**src/rtl/ro_freq_counter_if.sv**
```systemverilog
// Result handshake bundle between ro_freq_counter and its consumer.
//   start  : consumer -> counter, one-cycle measurement request
//   ready  : consumer -> counter, result accepted
//   busy   : counter -> consumer, measurement in progress (not IDLE)
//   valid  : counter -> consumer, count/ovf available
//   count  : counter -> consumer, rising-edge count (CNT_W bits)
//   ovf    : counter -> consumer, count exceeded its range during the window
// Modports: master = consumer side, slave = ro_freq_counter side.
interface ro_freq_counter_if #(
    parameter int unsigned CNT_W = 16
) ();
    logic             start;
    logic             ready;
    logic             busy;
    logic             valid;
    logic [CNT_W-1:0] count;
    logic             ovf;

    modport master (
        output start,
        output ready,
        input  busy,
        input  valid,
        input  count,
        input  ovf
    );

    modport slave (
        input  start,
        input  ready,
        output busy,
        output valid,
        output count,
        output ovf
    );
endinterface

```
**src/rtl/ro_freq_counter.sv**
```systemverilog
// Ring-oscillator frequency counter. Enables one gated ring, lets it settle,
// counts synchronised rising edges of ro_in over a fixed gate window, then
// presents the count over a valid/ready handshake.
// Ports:
//   clk        : system clock
//   rst        : synchronous active-high reset
//   ro_in      : ring output, asynchronous to clk, idles high when disabled
//   ro_enable  : registered ring enable, high in SETTLE and GATE
//   bus        : ro_freq_counter_if.slave (start, ready, busy, valid, count, ovf)
// Build option: define ROFC_SAT_EN to saturate count at its maximum on
// overflow; otherwise count wraps. ovf is sticky until the next start.
module ro_freq_counter #(
    parameter int unsigned SETTLE_CYCLES = 16,
    parameter int unsigned GATE_CYCLES   = 1024,
    parameter int unsigned CNT_W         = 16
) (
    input  logic                   clk,
    input  logic                   rst,
    input  logic                   ro_in,
    output logic                   ro_enable,
    ro_freq_counter_if.slave       bus
);

    localparam int unsigned MAX_LOAD = (SETTLE_CYCLES > GATE_CYCLES) ? SETTLE_CYCLES : GATE_CYCLES;
    localparam int unsigned TMR_W    = (MAX_LOAD > 2) ? $clog2(MAX_LOAD) : 1;

    typedef enum logic [2:0] {
        IDLE,
        SETTLE,
        GATE,
        DRAIN,
        DONE
    } state_t;

    state_t             state_q;
    logic [TMR_W-1:0]   tmr_q;
    logic [CNT_W-1:0]   count_q;
    logic               ovf_q;
    logic               valid_q;
    logic               busy_q;
    logic               s1_q, s2_q, s3_q;
    logic               rise;

    // Two-flop synchroniser plus history flop; reset high to match idle ring.
    always_ff @(posedge clk) begin
        if (rst) begin
            s1_q <= 1'b1;
            s2_q <= 1'b1;
            s3_q <= 1'b1;
        end else begin
            s1_q <= ro_in;
            s2_q <= s1_q;
            s3_q <= s2_q;
        end
    end

    assign rise = s2_q & ~s3_q;

    // Measurement sequencer; the shared timer counts SETTLE, GATE and DRAIN.
    always_ff @(posedge clk) begin
        if (rst) begin
            state_q   <= IDLE;
            tmr_q     <= '0;
            count_q   <= '0;
            ovf_q     <= 1'b0;
            valid_q   <= 1'b0;
            busy_q    <= 1'b0;
            ro_enable <= 1'b0;
        end else begin
            case (state_q)
                IDLE: begin
                    if (bus.start) begin
                        state_q   <= SETTLE;
                        tmr_q     <= TMR_W'(SETTLE_CYCLES - 1);
                        count_q   <= '0;
                        ovf_q     <= 1'b0;
                        busy_q    <= 1'b1;
                        ro_enable <= 1'b1;
                    end
                end
                SETTLE: begin
                    if (tmr_q == '0) begin
                        state_q <= GATE;
                        tmr_q   <= TMR_W'(GATE_CYCLES - 1);
                    end else begin
                        tmr_q <= tmr_q - TMR_W'(1);
                    end
                end
                GATE: begin
                    if (rise) begin
                        if (count_q == {CNT_W{1'b1}}) begin
                            ovf_q <= 1'b1;
`ifdef ROFC_SAT_EN
                            count_q <= count_q;
`else
                            count_q <= '0;
`endif
                        end else begin
                            count_q <= count_q + CNT_W'(1);
                        end
                    end
                    if (tmr_q == '0) begin
                        state_q   <= DRAIN;
                        tmr_q     <= TMR_W'(1);
                        ro_enable <= 1'b0;
                    end else begin
                        tmr_q <= tmr_q - TMR_W'(1);
                    end
                end
                DRAIN: begin
                    // Two cycles so edges still in the synchroniser are dropped.
                    if (tmr_q == '0) begin
                        state_q <= DONE;
                        valid_q <= 1'b1;
                    end else begin
                        tmr_q <= tmr_q - TMR_W'(1);
                    end
                end
                DONE: begin
                    if (valid_q && bus.ready) begin
                        state_q <= IDLE;
                        valid_q <= 1'b0;
                        busy_q  <= 1'b0;
                    end
                end
                default: begin
                    state_q   <= IDLE;
                    valid_q   <= 1'b0;
                    busy_q    <= 1'b0;
                    ro_enable <= 1'b0;
                end
            endcase
        end
    end

    assign bus.busy  = busy_q;
    assign bus.valid = valid_q;
    assign bus.count = count_q;
    assign bus.ovf   = ovf_q;

endmodule

```
**src/flat_wrapper.sv**
```systemverilog
// flat-port wrapper written by rule: the top's interface ports become plain ports
module ro_freq_counter_flat 
#(
    parameter int unsigned SETTLE_CYCLES = 16,
    parameter int unsigned GATE_CYCLES   = 1024,
    parameter int unsigned CNT_W         = 16
)
  (clk, rst, ro_in, ro_enable, bus_start, bus_ready, bus_busy, bus_valid, bus_count, bus_ovf);
  ro_freq_counter_if #(.CNT_W(CNT_W)) bus_i ();
  input  logic clk;
  input  logic rst;
  input  logic ro_in;
  output logic ro_enable;
  input wire logic [$bits(bus_i.start)-1:0] bus_start;
  input wire logic [$bits(bus_i.ready)-1:0] bus_ready;
  output wire logic [$bits(bus_i.busy)-1:0] bus_busy;
  output wire logic [$bits(bus_i.valid)-1:0] bus_valid;
  output wire logic [$bits(bus_i.count)-1:0] bus_count;
  output wire logic [$bits(bus_i.ovf)-1:0] bus_ovf;
  assign bus_i.start = bus_start;
  assign bus_i.ready = bus_ready;
  assign bus_busy = bus_i.busy;
  assign bus_valid = bus_i.valid;
  assign bus_count = bus_i.count;
  assign bus_ovf = bus_i.ovf;
  ro_freq_counter #(.SETTLE_CYCLES(SETTLE_CYCLES), .GATE_CYCLES(GATE_CYCLES), .CNT_W(CNT_W)) u_core (.clk(clk), .rst(rst), .ro_in(ro_in), .ro_enable(ro_enable), .bus(bus_i));
endmodule
```
**config.mk**
```make
export PLATFORM = sky130hd
export DESIGN_NAME = ro_freq_counter_flat
export DESIGN_NICKNAME = d
export VERILOG_FILES = /design/src/rtl/ro_freq_counter_if.sv /design/src/rtl/ro_freq_counter.sv /design/src/flat_wrapper.sv
export SDC_FILE = /design/constraint.sdc
export NUM_CORES = 1
export LEC_CHECK = 0
export ABC_AREA = 1
export ABC_CLOCK_PERIOD_IN_PS = 4400
export BUFFER_PORTS_ARGS = -buffer_cell sky130_fd_sc_hd__buf_2
export CAP_MARGIN = 20
export CORE_AREA = 3 3 61 63
export CTS_CLUSTER_DIAMETER = 80
export CTS_CLUSTER_SIZE = 40
export DETAILED_ROUTE_END_ITERATION = 6
export DIE_AREA = 0 0 64 66
export HOLD_SLACK_MARGIN = 0.02
export PLACE_DENSITY_LB_ADDON = 0.08
export SLEW_MARGIN = 20
export SYNTH_ARGS = -nofsm -noshare
export SYNTH_HDL_FRONTEND = slang
export SYNTH_SLANG_ARGS = --single-unit
```
**constraint.sdc**
```tcl
create_clock -name clk -period 4.4 [get_ports clk]
set_clock_uncertainty 0.2 [all_clocks]
set_input_delay 1.32 -clock clk [delete_from_list [all_inputs] [get_ports clk]]
set_output_delay 1.32 -clock clk [all_outputs]
set_load 0.05 [all_outputs]
```
==> metrics.md <==
| Metric | Value |
|---|---|
| Critical path origin | u_core.bus.count[9]$_SDFFE_PP0P_ |
| Final instance area | 2120 um2 |
| Initial DRC count | 97 |
| FF-to-FF setup slack | roughly 2400 ps |
| Reg2Reg Depth | 8 |
| Endpoint, Worst Hold | u_core.s2_q$_SDFF_PP1_ |
| Sink Count | 36 |
| Drt wl/cell | ~11 um |
| Sequential share of power | approximately a third |
| Placed Area | slightly above 2000 um2 |
| Clk pwr share | 13.3% |
| Post-synthesis instance total | around 280 |
| Status | completed |
| Yosys warning count | 0 |
| RePlAce Congestion | approximately 0.85 |
| Worst-Skew Late Latency | 350 ps |
| Layout Utilization | 64.5% |
| Nets | 310 |
| Detailed Route WL | ~3900 um |
| Startpoint type of the worst setup path | flop |
| I/O pin cnt | 25 |
| Fmax | between 0.3 and 0.4 GHz |
| Initial antenna violation count | 0 |
| Crit. End Element | output pin |
| WS Path Type | reg -> out |
| Hold depth | 1 |
| First-pass GRT wire length | 7050 um |
| Max cap viols | 0 |
| Reg2reg start | u_core.tmr_q[0]$_SDFFE_PP0P_ |
| Pins Over Slew Limit | 0 |
| CP peak stage delay | around 440 ps |
| Netlist cell types | 32 |
| Crit path max-delay family | flip-flops |
| Setup tns final | 0 ps |
| Fin. Hold Viols | 0 |
| RSZ-0062 raised after global routing | no |
| Core area | between 3000 and 4000 um2 |
| Internal power | 0.658 mW |
| Pin count of the biggest net entering global routing | 16 |
| Top-area cell type share of the netlist area | around 37% |
| Hold Buf Count CTS | 0 |
| Net Sw Frac | 48.6% |
| Clock buffer depth | 2 |
| Via/cell ratio | ~5 |
| Synth Register Bits | 36 |
| Synthesized area per cell | between 6 and 7 um2 |
| Slew HR | between 70% and 80% |
| Ranking of synthesized cells by area | dfxtp_1 (37%), nand2_1 (14%), nor2_1 (7.8%), xor2_1 (5.9%), inv_1 (5.5%) |
| Switching power | between 0.6 and 0.7 mW |
| Reg clk slew, reported paths | ~110 ps |
| All-Layer GR Usage | around a fifth |
| Part of the power in combinational logic | roughly half |
| Worst path slowest cell | dfxtp_1 |
| Detailed Routing Iterations Pass 1 | 4 |
| Minimum clock period | around 2600 ps |
| Antenna Diode Count | 0 |
| Vias in the first global route | about 1,700 |
| Die area | roughly 4200 um2 |
| Fin Hold WS | ~220 ps |
| Grt ovf | 0 |
| Die X | around 64 um |
| Drt drc | 0 |
| Final-report setup violation count | 0 |
| Synth-to-Final Area Change | 9.86% |
| Worst VDD drop | around 0.00031 V |
| Clock Tree Root | clkbuf_4 |
| Hpwl dp | between 2000 and 3000 um |
| Pleak | 0.939 nW |
| Buffers plus inverters on the worst setup path | 1 |
| Port bufs | 24 |
| Syn_nets | approximately 280 |
| Tcrit/Tclk final | between 50% and 60% |
| Die height | 66 um |
| Hold WC Path Type | reg -> reg |
| Critical Path, Cell by Cell | buf_2 |
| CTS tree | built |
| Std-Cell Rows | 21 |
| Critical Path Fanout Max | 6 |
| Setup Slack @ Placement | roughly 1900 ps |
| Resized Gates After CTS | 0 |
| Worst slew pin tran | between 400 and 500 ps |
| Worst EP required | between 2000 and 3000 ps |
| Postcts setup bufs | 0 |
| Sequential share of the synthesized area | approximately 37% |
| Post-synthesis cell type with the largest combined area | dfxtp_1 |
| CTS Buf Count | 5 |
| Initial Utilization | 58.7% |
| H-tree depth | 2 |
| Cell Area, Synth | about 1900 um2 |
| HP Start | u_core.s1_q$_SDFF_PP1_ |
| Worst setup margin | 1790 ps |
| Post-route ant nets | 0 |
| R2r endpoint | u_core.tmr_q[6]$_SDFFE_PP0P_ |
| Ratio of cells with drive above 1 in the final layout | between 10% and 20% |
| Crit path arrival time | around 1100 ps |
| Vias | 1,718 |
| Largest register FFs | 16 |
| Pwr Density | 605 nW/um2 |
cells in the mapped netlist:
library cell	number
nand3_1	14
o21bai_1	2
nor2_2	5
buf_4	1
inv_2	3
clkbuf_1	1
nor2_1	40
dfxtp_1	36
nand2_2	4
nand2_1	73
nor2_4	2
a21oi_2	1
buf_6	2
a21oi_1	17
o21ai_0	6
nand3_2	2
o21ai_1	3
nand4_1	6
nand3b_1	2
nand4_2	1
nor3_1	2
ha_1	2
nand2_4	1
inv_1	28
o21a_1	1
mux2i_1	1
clkinv_1	1
xor2_1	13
nand3_4	1
xnor2_1	2
nor3_4	1
or2_2	2
worst reg2reg max path, delay by kind of cell (launching register included):
kind	cells	cell delay (ps)
AND/OR/NAND/NOR	5	870
buffers and inverters	1	160
AO/OA/AOI/OAI	1	150
adder cells (fa/ha/maj)	1	270
flip-flops	1	320
through the flow:
stage | instances | power [mW]
3_5_place_dp | 342 | 1.12
4_1_cts | 349 | 1.29
6_report | 349 | 1.28
5_1_grt | 349 | 1.40
3_3_place_gp | 342 | 1.12
2_1_floorplan | 276 | 1.00
worst max-delay path by stage:
stage | end | slack (ps) | depth (start not counted)
2_1_floorplan | u_core.bus.count[14]$_SDFFE_PP0P_ | 2030 | 9
3_3_place_gp | u_core.bus.count[14]$_SDFFE_PP0P_ | 1850 | 10
3_5_place_dp | u_core.bus.count[14]$_SDFFE_PP0P_ | 1850 | 10
4_1_cts | bus_count[9] | 1790 | 1
5_1_grt | bus_count[10] | 1750 | 1
6_report | bus_count[9] | 1790 | 1
power groups by stage:
| stage | logic, mW | clock network, mW | registers (mW) |
|---|---|---|---|
| floorplan | 0.516 | 0 | 0.484 |
| global placement | 0.662 | 0 | 0.454 |
| detailed placement | 0.663 | 0 | 0.456 |
| CTS | 0.666 | 0.173 | 0.448 |
| global route | 0.760 | 0.184 | 0.459 |
| finish | 0.662 | 0.170 | 0.449 |
cell usage in the layout (no fill, tap or decap), types with 2 or more instances in the layout:
cell type,instances
o21ai_1,3
o21bai_1,2
o21ai_0,6
dfxtp_1,36
buf_2,24
xnor2_1,2
inv_1,28
nand3_2,2
nand3_1,14
clkbuf_4,5
nor3_1,2
nor2_1,40
nand3b_1,2
nand2_2,4
nor2_4,2
nor2_2,5
ha_1,2
inv_2,3
a21oi_1,17
nand4_1,6
nand2_1,73
xor2_1,13
or2_2,2
cells by family (layout without fill, tap and decap cells):
group | after synthesis | in the layout | synth area share (%)
flops | 36 | 36 | 37.4
fa+ha+maj | 2 | 2 | 1.30
mux | 1 | 1 | 0.519
compound gates | 30 | 30 | 8.37
simple gates | 156 | 156 | 37.6
xor+xnor | 15 | 15 | 6.81
buf+inv | 36 | 63 | 7.98
metal layers:
metal  up-vias  global-route usage [%]  wire length, um  part of all wire [%]
met5         -                       0                0                     0
met4         0                    8.36               59                   1.5
met3         7                    5.44              138                   3.5
met2        21                    37.8             1930                    49
met1       767                    23.8             1800                    46
li1        923                       -                -                     -
cell type report:
| type | instances | area (um2) |
|---|---|---|
| Multi-Input combinational cell | 204 | 1050 |
| Clock inverter | 1 | 5.00 |
| Timing Repair Buffer | 24 | 120 |
| Sequential cell | 36 | 721 |
| Clock buffer | 6 | 41.3 |
| Fill cell | 326 | 1170 |
| Inverter | 32 | 120 |
| Tap cell | 46 | 57.6 |
No activity file was read; power rests on OpenSTA's default activity.
